## src/rtl/grad_dac_arbiter_if.sv

```systemverilog
// Channel request and serialiser bus shared by grad_dac_arbiter and its neighbours.
// The arbiter connects through the master modport; requesters and the serialiser
// model sit on the slave side.
interface grad_dac_arbiter_if #(
  parameter int NCH = 4,
  parameter int DW  = 16,
  parameter int AW  = 2
) ();
  logic [NCH*DW-1:0] ch_data_i;
  logic [NCH-1:0]    ch_valid_i;
  logic [NCH-1:0]    ch_ready_o;
  logic              frame_mode_i;
  logic [AW+DW-1:0]  ser_data_o;
  logic              ser_start_o;
  logic              ser_busy_i;
  logic              ldac_o;
  logic              err_o;
  logic              err_clr_i;
  logic              idle_o;

  modport master (
    input  ch_data_i, ch_valid_i, frame_mode_i, ser_busy_i, err_clr_i,
    output ch_ready_o, ser_data_o, ser_start_o, ldac_o, err_o, idle_o
  );

  modport slave (
    output ch_data_i, ch_valid_i, frame_mode_i, ser_busy_i, err_clr_i,
    input  ch_ready_o, ser_data_o, ser_start_o, ldac_o, err_o, idle_o
  );
endinterface

```

## src/rtl/grad_dac_arbiter.sv

```systemverilog
// Gradient DAC arbiter: round-robin grant of NCH channel words onto one serialiser,
// start/busy handshake with start timeout, and LDAC strobe per word or per frame.
module grad_dac_arbiter #(
  parameter int NCH           = 4,
  parameter int DW            = 16,
  parameter int AW            = 2,
  parameter int LDAC_CYCLES   = 4,
  parameter int START_TIMEOUT = 8
) (
  input  logic               clk,
  input  logic               rst_n,
  grad_dac_arbiter_if.master bus
);

  localparam int TW = $clog2(START_TIMEOUT + 1);
  localparam int LW = $clog2(LDAC_CYCLES + 1);

  typedef enum logic [2:0] {
    IDLE,
    GRANT,
    LAUNCH,
    WAIT_BUSY,
    WAIT_DONE,
    LDAC
  } state_t;

  state_t           state;
  logic [AW-1:0]    ptr;
  logic [NCH-1:0]   frame_mask;
  logic [TW-1:0]    to_cnt;
  logic [LW-1:0]    ld_cnt;
  logic [NCH-1:0]   ch_ready;
  logic [AW+DW-1:0] ser_data;
  logic             ser_start;
  logic             ldac;
  logic             err;

  logic [AW-1:0]    sel;
  logic [NCH-1:0]   sel_onehot;
  logic [DW-1:0]    sel_word;

  // First requesting channel after 'last', wrapping modulo NCH; 'last' itself
  // is tried last so the most recent winner has the lowest priority.
  function automatic logic [AW-1:0] rr_pick(input logic [NCH-1:0] req,
                                            input logic [AW-1:0]  last);
    logic [AW-1:0] pick;
    logic          found;
    int            idx;
    pick  = last;
    found = 1'b0;
    for (int k = 1; k <= NCH; k++) begin
      idx = int'(last) + k;
      if (idx >= NCH) idx = idx - NCH;
      if (!found && req[idx]) begin
        pick  = AW'(idx);
        found = 1'b1;
      end
    end
    return pick;
  endfunction

  // Winner selection for the grant issued on leaving IDLE.
  always_comb begin
    sel        = rr_pick(bus.ch_valid_i, ptr);
    sel_onehot = {{(NCH-1){1'b0}}, 1'b1} << sel;
    sel_word   = bus.ch_data_i[int'(sel)*DW +: DW];
  end

  // Arbiter FSM. The grant is registered on the IDLE exit edge so that ready and
  // the captured word are visible throughout the GRANT cycle. to_cnt counts
  // cycles from the start strobe, so the timeout lands START_TIMEOUT cycles after it.
  always_ff @(posedge clk or negedge rst_n) begin
    if (!rst_n) begin
      state      <= IDLE;
      ptr        <= AW'(NCH - 1);
      frame_mask <= '0;
      to_cnt     <= '0;
      ld_cnt     <= '0;
      ch_ready   <= '0;
      ser_data   <= '0;
      ser_start  <= 1'b0;
      ldac       <= 1'b0;
      err        <= 1'b0;
    end else begin
      ch_ready  <= '0;
      ser_start <= 1'b0;
      // A timeout in the same cycle overrides this clear further down.
      if (bus.err_clr_i) err <= 1'b0;

      case (state)
        IDLE: begin
          if (|bus.ch_valid_i) begin
            state      <= GRANT;
            ch_ready   <= sel_onehot;
            ser_data   <= {sel, sel_word};
            ptr        <= sel;
            frame_mask <= frame_mask | sel_onehot;
          end else if ((|frame_mask) && bus.frame_mode_i) begin
            state  <= LDAC;
            ldac   <= 1'b1;
            ld_cnt <= '0;
          end
        end

        GRANT: begin
          state     <= LAUNCH;
          ser_start <= 1'b1;
          to_cnt    <= '0;
        end

        LAUNCH: begin
          state  <= WAIT_BUSY;
          to_cnt <= to_cnt + 1'b1;
        end

        WAIT_BUSY: begin
          if (bus.ser_busy_i) begin
            state <= WAIT_DONE;
          end else if (to_cnt >= TW'(START_TIMEOUT - 1)) begin
            // Word is lost: flag it and abandon the frame without loading the DAC.
            err        <= 1'b1;
            frame_mask <= '0;
            state      <= IDLE;
          end else begin
            to_cnt <= to_cnt + 1'b1;
          end
        end

        WAIT_DONE: begin
          if (!bus.ser_busy_i) begin
            if (bus.frame_mode_i) begin
              state <= IDLE;
            end else begin
              state  <= LDAC;
              ldac   <= 1'b1;
              ld_cnt <= '0;
            end
          end
        end

        LDAC: begin
          if (ld_cnt == LW'(LDAC_CYCLES - 1)) begin
            ldac       <= 1'b0;
            frame_mask <= '0;
            state      <= IDLE;
          end else begin
            ld_cnt <= ld_cnt + 1'b1;
          end
        end

        default: state <= IDLE;
      endcase
    end
  end

  assign bus.ch_ready_o  = ch_ready;
  assign bus.ser_data_o  = ser_data;
  assign bus.ser_start_o = ser_start;
  assign bus.ldac_o      = ldac;
  assign bus.err_o       = err;
  assign bus.idle_o      = (state == IDLE) && !(|bus.ch_valid_i);

endmodule

```

## src/flat_wrapper.sv

```systemverilog
// flat-port wrapper written by rule: the top's interface ports become plain ports
module grad_dac_arbiter_flat 
#(
  parameter int NCH           = 4,
  parameter int DW            = 16,
  parameter int AW            = 2,
  parameter int LDAC_CYCLES   = 4,
  parameter int START_TIMEOUT = 8
)
  (clk, rst_n, bus_ch_data_i, bus_ch_valid_i, bus_frame_mode_i, bus_ser_busy_i, bus_err_clr_i, bus_ch_ready_o, bus_ser_data_o, bus_ser_start_o, bus_ldac_o, bus_err_o, bus_idle_o);
  grad_dac_arbiter_if #(.NCH(NCH), .DW(DW), .AW(AW)) bus_i ();
  input  logic clk;
  input  logic rst_n;
  input wire logic [$bits(bus_i.ch_data_i)-1:0] bus_ch_data_i;
  input wire logic [$bits(bus_i.ch_valid_i)-1:0] bus_ch_valid_i;
  input wire logic [$bits(bus_i.frame_mode_i)-1:0] bus_frame_mode_i;
  input wire logic [$bits(bus_i.ser_busy_i)-1:0] bus_ser_busy_i;
  input wire logic [$bits(bus_i.err_clr_i)-1:0] bus_err_clr_i;
  output wire logic [$bits(bus_i.ch_ready_o)-1:0] bus_ch_ready_o;
  output wire logic [$bits(bus_i.ser_data_o)-1:0] bus_ser_data_o;
  output wire logic [$bits(bus_i.ser_start_o)-1:0] bus_ser_start_o;
  output wire logic [$bits(bus_i.ldac_o)-1:0] bus_ldac_o;
  output wire logic [$bits(bus_i.err_o)-1:0] bus_err_o;
  output wire logic [$bits(bus_i.idle_o)-1:0] bus_idle_o;
  assign bus_i.ch_data_i = bus_ch_data_i;
  assign bus_i.ch_valid_i = bus_ch_valid_i;
  assign bus_i.frame_mode_i = bus_frame_mode_i;
  assign bus_i.ser_busy_i = bus_ser_busy_i;
  assign bus_i.err_clr_i = bus_err_clr_i;
  assign bus_ch_ready_o = bus_i.ch_ready_o;
  assign bus_ser_data_o = bus_i.ser_data_o;
  assign bus_ser_start_o = bus_i.ser_start_o;
  assign bus_ldac_o = bus_i.ldac_o;
  assign bus_err_o = bus_i.err_o;
  assign bus_idle_o = bus_i.idle_o;
  grad_dac_arbiter #(.NCH(NCH), .DW(DW), .AW(AW), .LDAC_CYCLES(LDAC_CYCLES), .START_TIMEOUT(START_TIMEOUT)) u_core (.clk(clk), .rst_n(rst_n), .bus(bus_i));
endmodule
```

## config.mk

```make
export PLATFORM = sky130hd
export DESIGN_NAME = grad_dac_arbiter_flat
export DESIGN_NICKNAME = d
export VERILOG_FILES = /design/src/rtl/grad_dac_arbiter_if.sv /design/src/rtl/grad_dac_arbiter.sv /design/src/flat_wrapper.sv
export SDC_FILE = /design/constraint.sdc
export NUM_CORES = 1
export LEC_CHECK = 0
export CAP_MARGIN = 20
export CORE_ASPECT_RATIO = 0.8
export CORE_MARGIN = 2
export CORE_UTILIZATION = 40
export CTS_CLUSTER_DIAMETER = 50
export DETAILED_ROUTE_END_ITERATION = 12
export MAX_ROUTING_LAYER = met4
export PLACE_DENSITY_LB_ADDON = 0.2
export SLEW_MARGIN = 20
export SYNTH_ARGS = -nofsm -noshare
export SYNTH_HDL_FRONTEND = slang
export SYNTH_SLANG_ARGS = --single-unit
```

## constraint.sdc

```tcl
create_clock -name clk -period 2.26 [get_ports clk]
set_input_delay 0.452 -clock clk [delete_from_list [all_inputs] [get_ports clk]]
set_output_delay 0.452 -clock clk [all_outputs]
set_load 0.005 [all_outputs]
```

After elaboration in Yosys (flattened, before gate mapping)
Cells that the tools add are included.
Widths: inputs -> output; s select.
Word-level totals
  bits of input ports: 73
  flip-flop bits (word level): 41
Cells by class
  $lt $le $gt $ge: 9
  bitwise operators: 1
  reductions and logical operators: 21
  shift operators: 2
  muxes and demuxes: 58
  $add $sub $neg: 10
  equality and inequality tests: 18
Operator list (count)
  $ge 32x4->1 const B: 4
  $lt 32x4->1 const B: 4
  $mux 32: 4
  $sub 32x4->32 const B: 4
  $shiftx 64x7->16: 1
  $mux 3: 12
  $mux 4: 8
  $pmux 4 s3: 2
  $mux 1: 21
  $pmux 3 s6: 1
  $ne 2x2->1 const B: 7
  $reduce_and 6->1: 2
  $eq 3x2->1 const B: 3
  $pmux 3 s3: 1
  $reduce_bool 3->1: 3
  $bmux 1 s2: 4
  $mux 2: 4
  $reduce_or 4->1: 2
  $add 2x2->3 const B: 2
  $eq 3x3->1 const B: 2
  $ne 2x1->1 const B: 3
  $ne 3x2->1 const B: 2
  $logic_and 1x1->1: 5
  $reduce_and 5->1: 1
  other kinds (14): 17

Depth between registers and ports, before layout
Gate-level depths: netlist of run 1.
  word-level depth: 20
  gate-level depth with buffers: 7
  gate-level depth less buffers: 6

Worst setup path after synthesis of run 1
OpenSTA, ideal clock, no wires.
  path type: input to register
  from: in bus_ch_valid_i[1]
  to: reg u_core.ser_data[10], in the netlist u_core.bus.ser_data_o[10]
  arrival time: 1738 ps
  slack: 384 ps
  library setup time: 138 ps
  data required time: 2122 ps
  stages on the path: 6
  path through: or4_4 and2_1 buf_2 nand2_1 buf_2 o221ai_1
On the way
  word-level cells in the longest chain between the ends: 14
  elaborated cells on any way between the ends: 28
  classes of those cells: shift: 1; mux: 19; reduce/logical: 8
Ends and longest elaborated chain
  start, declared: RTL line flat_wrapper.sv:15  | input wire logic [$bits(bus_i.ch_valid_i)-1:0] bus_ch_valid_i;
  $bmux 1 s2: RTL line grad_dac_arbiter.sv:54  | if (!found && req[idx]) begin
  $mux 1 (implied by the code) (2 in a row): RTL line grad_dac_arbiter.sv:54
  $mux 1: RTL line grad_dac_arbiter.sv:54
  $logic_not 1->1: RTL line grad_dac_arbiter.sv:54
  $logic_and 1x1->1: RTL line grad_dac_arbiter.sv:54
  $mux 1: RTL line grad_dac_arbiter.sv:54
  $logic_not 1->1: RTL line grad_dac_arbiter.sv:54
  $logic_and 1x1->1: RTL line grad_dac_arbiter.sv:54
  $mux 1: RTL line grad_dac_arbiter.sv:54
  $logic_not 1->1: RTL line grad_dac_arbiter.sv:54
  $logic_and 1x1->1: RTL line grad_dac_arbiter.sv:54
  $mux 2: RTL line grad_dac_arbiter.sv:54
  $shiftx 64x7->16: RTL line grad_dac_arbiter.sv:66  | sel_word = bus.ch_data_i[int'(sel)*DW +: DW];
  end signal, assigned: RTL line grad_dac_arbiter.sv:95  | ser_data <= {sel, sel_word};
  end, declared: RTL line grad_dac_arbiter.sv:33  | logic [AW+DW-1:0] ser_data;
Several ways; a longest one is shown, not always the timed one. The select of a mux whose other input is x is not followed.
A chain may end at the register's enable or synchronous reset.

Worst setup path after layout of run 1
  from: in bus_ch_valid_i[1]
  to: reg u_core.ld_cnt[0]
On the way
  word-level cells in the longest chain between the ends: 3
Ends and longest elaborated chain
  $reduce_or 4->1: RTL line grad_dac_arbiter.sv:92  | if (|bus.ch_valid_i) begin
  $ne 2x2->1 (no line)
  $reduce_and 6->1 (no line)
  end signal, assigned: RTL line grad_dac_arbiter.sv:147  | ld_cnt <= ld_cnt + 1'b1;
  end, declared: RTL line grad_dac_arbiter.sv:31  | logic [LW-1:0] ld_cnt;
No other way between the ends.

==> results.yml, run 1 <==
run_status:
  status: "completed"
finish:
  layout_commonest_cell: "clkdlybuf4s50_1"
  drive_gt1_frac: 0.115
  insertedDiodeCount: 0
  area_delta_synth_final_pct: 60.3
  n_fill_cell: 452
  final_cell_area_mm2: 0.00359
  layout_common_cells: "clkdlybuf4s50_1 (93), dfrtp_1 (39), mux2i_1 (35)"
  fin_cells: 408
  nNetsFinal: 405
  finalCoreUtilization: 0.661
logic_synthesis:
  synth.distinct_cells: 45
  syn-instance-count: 216
  yosysSeqAreaShare: 0.459
  yosysWarnings: 0
  async_reset_ff_frac: 1.00
  ys_seq_elements: 41
  synthFlopType: "dfrtp_1"
  netlist_area_mm2: 0.00224
  synthesis.nets: 292
  synth_edf_count: 0
  avgSynthCellArea_um2: 10.4
clock_network:
  clk-insertion-delay-late_ns: 0.29
  clock-sinks: 41
  hold_buffers: 0
  clk_path_buf_depth: 2
  cts_tree: "yes"
  cts.clk_slew.worst_paths_ns: 0.08
  htreeDepth: 2
  clockRootBuffer: "clkbuf_8"
  numCtsBuffers: 5
pwr:
  pwr-share-seq: 0.316
  internal_power_mw: 2.56
  powerDensity_mw_per_mm2: 1090
  power_mw: 3.93
  p_switching_mw: 1.37
  sw_frac_of_total: 0.348
  share_comb_of_total_power: 0.529
  ir_drop_mv: 0.615
  clkPwrFrac: 0.155
  p_leak_nw: 1.59
routing:
  drc_errors: 0
  viasPerCell: 5.09
  drt-total-wl_um: 5960
  drtIter0Drc: 109
  wl_per_cell_um: 14.6
  drtAntennaViolNets: 0
  vias: 2077
  firstDrtPassIters: 5
worst_setup_path:
  cp_slowest_stage_delay_ns: 0.55
  crit_type: "input pin to register"
  crit_fanout: 4
  rrSetupSlack_ns: 0.27
  cp.arrival_ns: 2.35
  cp.required_ns: 2.42
  path_common_cell: "or4_4"
  crit_chain: "clkdlybuf4s50_1 > or4_4 > buf_6 > or4_4 > a21oi_4 > a31oi_1"
  cp_num_buf_inv: 2
  crit_family: "simple AND/OR/NAND/NOR gates"
  slowest_stage: "or4_4"
  critPathLaunchType: "input pin"
  crit_path_end_kind: "register"
timing:
  period_share: 0.966
  fin_skew_ns: 0.00429
  fmax_mhz: 458
  relSlewSlack: 0.597
  rsz0062_at_grt: "no"
  layout_setup_ws_ns: 0.0779
  finalMaxSlewViolations: 0
  finalHoldViolCount: 0
  setup_violations: 0
  period_minus_slack_ns: 2.18
  worst_pin_slew_ns: 0.589
die:
  ioPinCount: 99
  core_mm2: 0.00544
  rows: 24
  die_y_um: 71.0
  start_util: 0.413
  die_x_um: 87.7
  die_area_mm2: 0.00622
placed_design:
  dp_hpwl_um: 4530
  place_ws_ns: -0.390
  placed_area_mm2: 0.00345
  portBuffers: 98
  place_congestion: 0.912
  dp.cells: 399
global_route:
  grt_max_degree: 42
  use_met1: 0.271
  grt_use_total: 0.203
  grt_pass1_wl_um: 9670
  met2_usage: 0.316
  grt_pass1_vias: 2049
  grt_util_met3: 0.0502
  overflow: 0
  gr-max-usage-layer: "met2"
  antenna_found_initial: 0
hold_path:
  min_path_type: "input pin to asynchronous set/reset pin"
run:
  max_cap_viol_count: 0
-- Yosys cell counts (all sizes together) (2+ instances only) --
library cell,n,area (um^2)
a21oi,7,46.3
dfrtp,39,976
and3,2,12.5
o21ai,5,25.0
buf,9,58.8
nand2b,4,25.0
o221ai,16,140
clkbuf,4,15.0
nand3,3,15.0
nor2,11,41.3
nor3,8,40.0
o41ai,2,17.5
dfstp,2,52.6
nor2b,2,12.5
or4,2,22.5
nand2,27,104
o21a,4,30.0
mux2i,35,350
inv,7,26.3
o21bai,2,15.0
o31ai,4,30.0
ha,3,37.5
a31oi,2,12.5
-- logic make-up after synthesis --
kind of cell,synth area share
flip-flops,0.459
multiplexers,0.161
XOR/XNOR,0.00391
AO/OA/AOI/OAI,0.177
AND/OR/NAND/NOR,0.137
buffers and inverters,0.0446
adder cells (fa/ha/maj),0.0167
-- cell type report --
| cell class | count | area, um^2 | area share |
|---|---|---|---|
| flip-flops and latches | 41 | 1030 | 0.286 |
| clock inverters | 1 | 30.0 | 0.00836 |
| inverters | 7 | 26.3 | 0.00731 |
| repair buffers | 119 | 1200 | 0.335 |
| clock buffers | 7 | 86.3 | 0.0240 |
| multi-input cells | 155 | 1120 | 0.312 |
| well taps | 78 | 97.6 | 0.0272 |
-- power groups by stage --
| stage | Sequential [mW] | Combinational [mW] | Clock, mW |
|---|---|---|---|
| 2_1_floorplan | 1.24 | 1.14 | 0 |
| 3_3_place_gp | 1.24 | 2.05 | 0 |
| 3_5_place_dp | 1.25 | 2.09 | 0 |
| 4_1_cts | 1.25 | 2.10 | 0.623 |
| 5_1_grt | 1.29 | 2.28 | 0.655 |
| 6_report | 1.24 | 2.08 | 0.608 |
-- registers in the layout (all words and copies together), names as in the netlist --
signal                  flops
u_core.state                3
u_core.bus.ser_start_o      1
u_core.ptr                  2
u_core.ld_cnt               3
u_core.bus.ch_ready_o       4
u_core.frame_mask           4
u_core.bus.ldac_o           1
u_core.bus.err_o            1
u_core.to_cnt               4
u_core.bus.ser_data_o      18
-- layer usage --
metal  wire length (um)  up-vias
met5                  0        -
met4                 15        0
met3                397        2
met2               2800       70
met1               2750      975
li1                   -     1030
-- worst reg2reg max path, delay by kind of cell, from the launching register on --
family / cells / cell delay (ns)
flops: 1 / 0.40
mux: 1 / 0.21
fa+ha+maj: 2 / 0.48
compound gates: 2 / 0.84
-- path summary, 6_finish.rpt --
| kind | start | end | cells after the start |
|---|---|---|---|
| worst max-delay path | bus_ch_valid_i[1] | u_core.ld_cnt[0] | 6 |
| worst min-delay path | rst_n | u_core.to_cnt[1] | 2 |
| worst max register to register | u_core.ld_cnt[0] | u_core.state[0] | 5 |
| worst min register to register | u_core.bus.ser_data_o[12] | u_core.bus.ser_data_o[12] | 2 |
| max in group asynchronous | rst_n | u_core.ptr[1] | 2 |
| min in group clk | u_core.bus.ser_data_o[12] | u_core.bus.ser_data_o[12] | 2 |
-- per-stage QoR --
step / hold slack [ns] / setup TNS, ns
2_1_floorplan: 0.156 / 0
5_1_grt: 0.248 / 0
4_1_cts: 0.232 / 0
3_5_place_dp: 0.471 / -2.66
3_3_place_gp: 0.464 / -2.34
6_report: 0.213 / 0
-- timing repair --
item	CTS	global route
setup endpoints to repair	1	2
gates resized for setup	5	3
setup buffers	0	1
pin swaps	1	3
endpoints found under the hold margin	0	0
(Power assumes the default switching activity.)
==> run 2: changes to the inputs <==
--- a/config.mk
+++ b/config.mk
@@ -7,12 +7,12 @@
 export LEC_CHECK = 0
 export CAP_MARGIN = 20
 export CORE_ASPECT_RATIO = 0.8
-export CORE_MARGIN = 2
+export CORE_MARGIN = 3
 export CORE_UTILIZATION = 40
 export CTS_CLUSTER_DIAMETER = 50
 export DETAILED_ROUTE_END_ITERATION = 12
 export MAX_ROUTING_LAYER = met4
-export PLACE_DENSITY_LB_ADDON = 0.2
+export PLACE_DENSITY = 0.8
 export SLEW_MARGIN = 20
 export SYNTH_ARGS = -nofsm -noshare
 export SYNTH_HDL_FRONTEND = slang
==> run 2 against run 1 <==
Design area rose by 0.31%. Flip-flop and latch count stayed put. Worst setup slack worse by 0.069 ns. Routed wire length rose by 3.4%.
==> results.yml, run 2 (synthesis results as in run 1) <==
global_route:
  overflow: 0
  grt_pass1_wl_um: 10400
  grt_use_total: 0.201
  grt_max_degree: 42
  grt_pass1_vias: 2100
  antenna_found_initial: 0
die:
  die_x_um: 89.7
  core_mm2: 0.00521
  rows: 23
  die_area_mm2: 0.00655
  ioPinCount: 99
  start_util: 0.430
  die_y_um: 73.0
finish:
  layout_commonest_cell: "clkdlybuf4s50_1"
  largest_reg_flops: 18
  insertedDiodeCount: 0
  layout_common_cells: "clkdlybuf4s50_1 (95), dfrtp_1 (39), mux2i_1 (35)"
  nNetsFinal: 408
  drive_gt1_frac: 0.126
  final_cell_area_mm2: 0.00360
  n_fill_cell: 408
  area_delta_synth_final_pct: 60.8
run_status:
  status: "completed"
timing:
  setup_violations: 0
  finalHoldViolCount: 0
  worst_pin_slew_ns: 0.544
  finalMaxSlewViolations: 0
  period_share: 0.996
  relSlewSlack: 0.628
  whs_ns: 0.218
  setup_tns_ns: 0
  period_minus_slack_ns: 2.25
  rsz0062_at_grt: "no"
  fin_skew_ns: 0.00293
  fmax_mhz: 444
pwr:
  pwr-share-seq: 0.315
  ir_drop_mv: 0.540
  share_comb_of_total_power: 0.534
  sw_frac_of_total: 0.347
  powerDensity_mw_per_mm2: 1100
  clkPwrFrac: 0.152
  p_switching_mw: 1.37
  p_leak_nw: 1.58
  power_mw: 3.95
  internal_power_mw: 2.58
routing:
  firstDrtPassIters: 5
  viasPerCell: 5.17
  vias: 2109
  wl_per_cell_um: 15.1
  drt-total-wl_um: 6160
  drc_errors: 0
  drtAntennaViolNets: 0
  drtIter0Drc: 71
placed_design:
  placed_area_mm2: 0.00347
  dp_hpwl_um: 4870
  place_congestion: 0.784
  portBuffers: 98
clock_network:
  cts_tree: "yes"
  htreeDepth: 2
  clk_path_buf_depth: 2
  clock-sinks: 41
  cts.clk_slew.worst_paths_ns: 0.08
  clockRootBuffer: "clkbuf_8"
  hold_buffers: 0
  clk-insertion-delay-late_ns: 0.28
  numCtsBuffers: 5
run:
  max_cap_viol_count: 0
worst_setup_path:
  crit_fanout: 2
  rrSetupSlack_ns: 0.30
  rr_startpoint: "u_core.ld_cnt[0]"
  r2r_cells: 5
  cp.arrival_ns: 1.80
  cp.required_ns: 1.81
  crit_type: "input pin to output port"
  r2r-end: "u_core.state[0]"
  critPathLaunchType: "input pin"
  crit_path_end_kind: "output port"
hold_path:
  min_path_type: "input pin to asynchronous set/reset pin"
run 2: cell count changes in the layout (fill, tap and decap cells not counted), sizes merged:
cell	change
buf	+3
clkdlybuf4s50	+2
dlymetal6s2s	-2
run 2: cell type report:
class                   count  area [um^2]  share of cell area
clock buffers               7         86.3              0.0239
clock inverters             1         30.0             0.00833
inverters                   7         26.3             0.00729
multi-input cells         155         1120               0.311
flip-flops and latches     41         1030               0.285
well taps                  75         93.8              0.0260
repair buffers            122         1220               0.338
run 2: how the worst max path moves through the flow:
stage / from / to / depth (start not counted)
floorplan: bus_ch_valid_i[1] / u_core.bus.ser_data_o[10] / 6
detailed placement: bus_ch_valid_i[1] / bus_idle_o / 4
global route: bus_ch_valid_i[3] / u_core.ld_cnt[0] / 6
global placement: bus_ch_valid_i[1] / bus_idle_o / 4
finish: bus_ch_valid_i[1] / bus_idle_o / 4
CTS: bus_ch_valid_i[0] / bus_idle_o / 4
run 2: what timing repair did:
| action | 4_1_cts | 5_1_grt |
|---|---|---|
| buffers inserted | 0 | 1 |
| setup endpoints to repair | 1 | 2 |
| pin swaps | 1 | 1 |
| gates cloned | 0 | 0 |
| gates resized for setup | 6 | 0 |
run 2: worst max-delay path, cell delays in order:
cell and delay [ns]:
clkdlybuf4s50_1 0.43, or4_4 0.56, nor2b_4 0.14, clkdlybuf4s15_2 0.21
run 2: metal layers:
| metal | routed length, um | track usage | share of wire |
|---|---|---|---|
| met1 | 2730 | 0.264 | 0.44 |
| met2 | 2970 | 0.321 | 0.48 |
| met3 | 402 | 0.0495 | 0.065 |
| met4 | 53 | 0.0442 | 0.0086 |
| met5 | 0 | - | 0 |
run 2: power groups by stage:
stage | sequential [mW] | combinational, mW | clock [mW]
2_1_floorplan | 1.24 | 1.14 | 0
3_3_place_gp | 1.24 | 2.05 | 0
3_5_place_dp | 1.25 | 2.12 | 0
4_1_cts | 1.24 | 2.13 | 0.614
5_1_grt | 1.29 | 2.33 | 0.652
6_report | 1.24 | 2.11 | 0.599
run 2: through the flow:
step | setup slack [ns] | cells | utilization
after floorplan | 0.384 | 216 | -
after detailed placement | -0.361 | 399 | 0.667
after CTS | 0.0136 | 407 | 0.691
final | 0.00942 | 408 | 0.692
after global routing | 0.000280 | 408 | 0.692
after global placement | -0.352 | 399 | 0.667
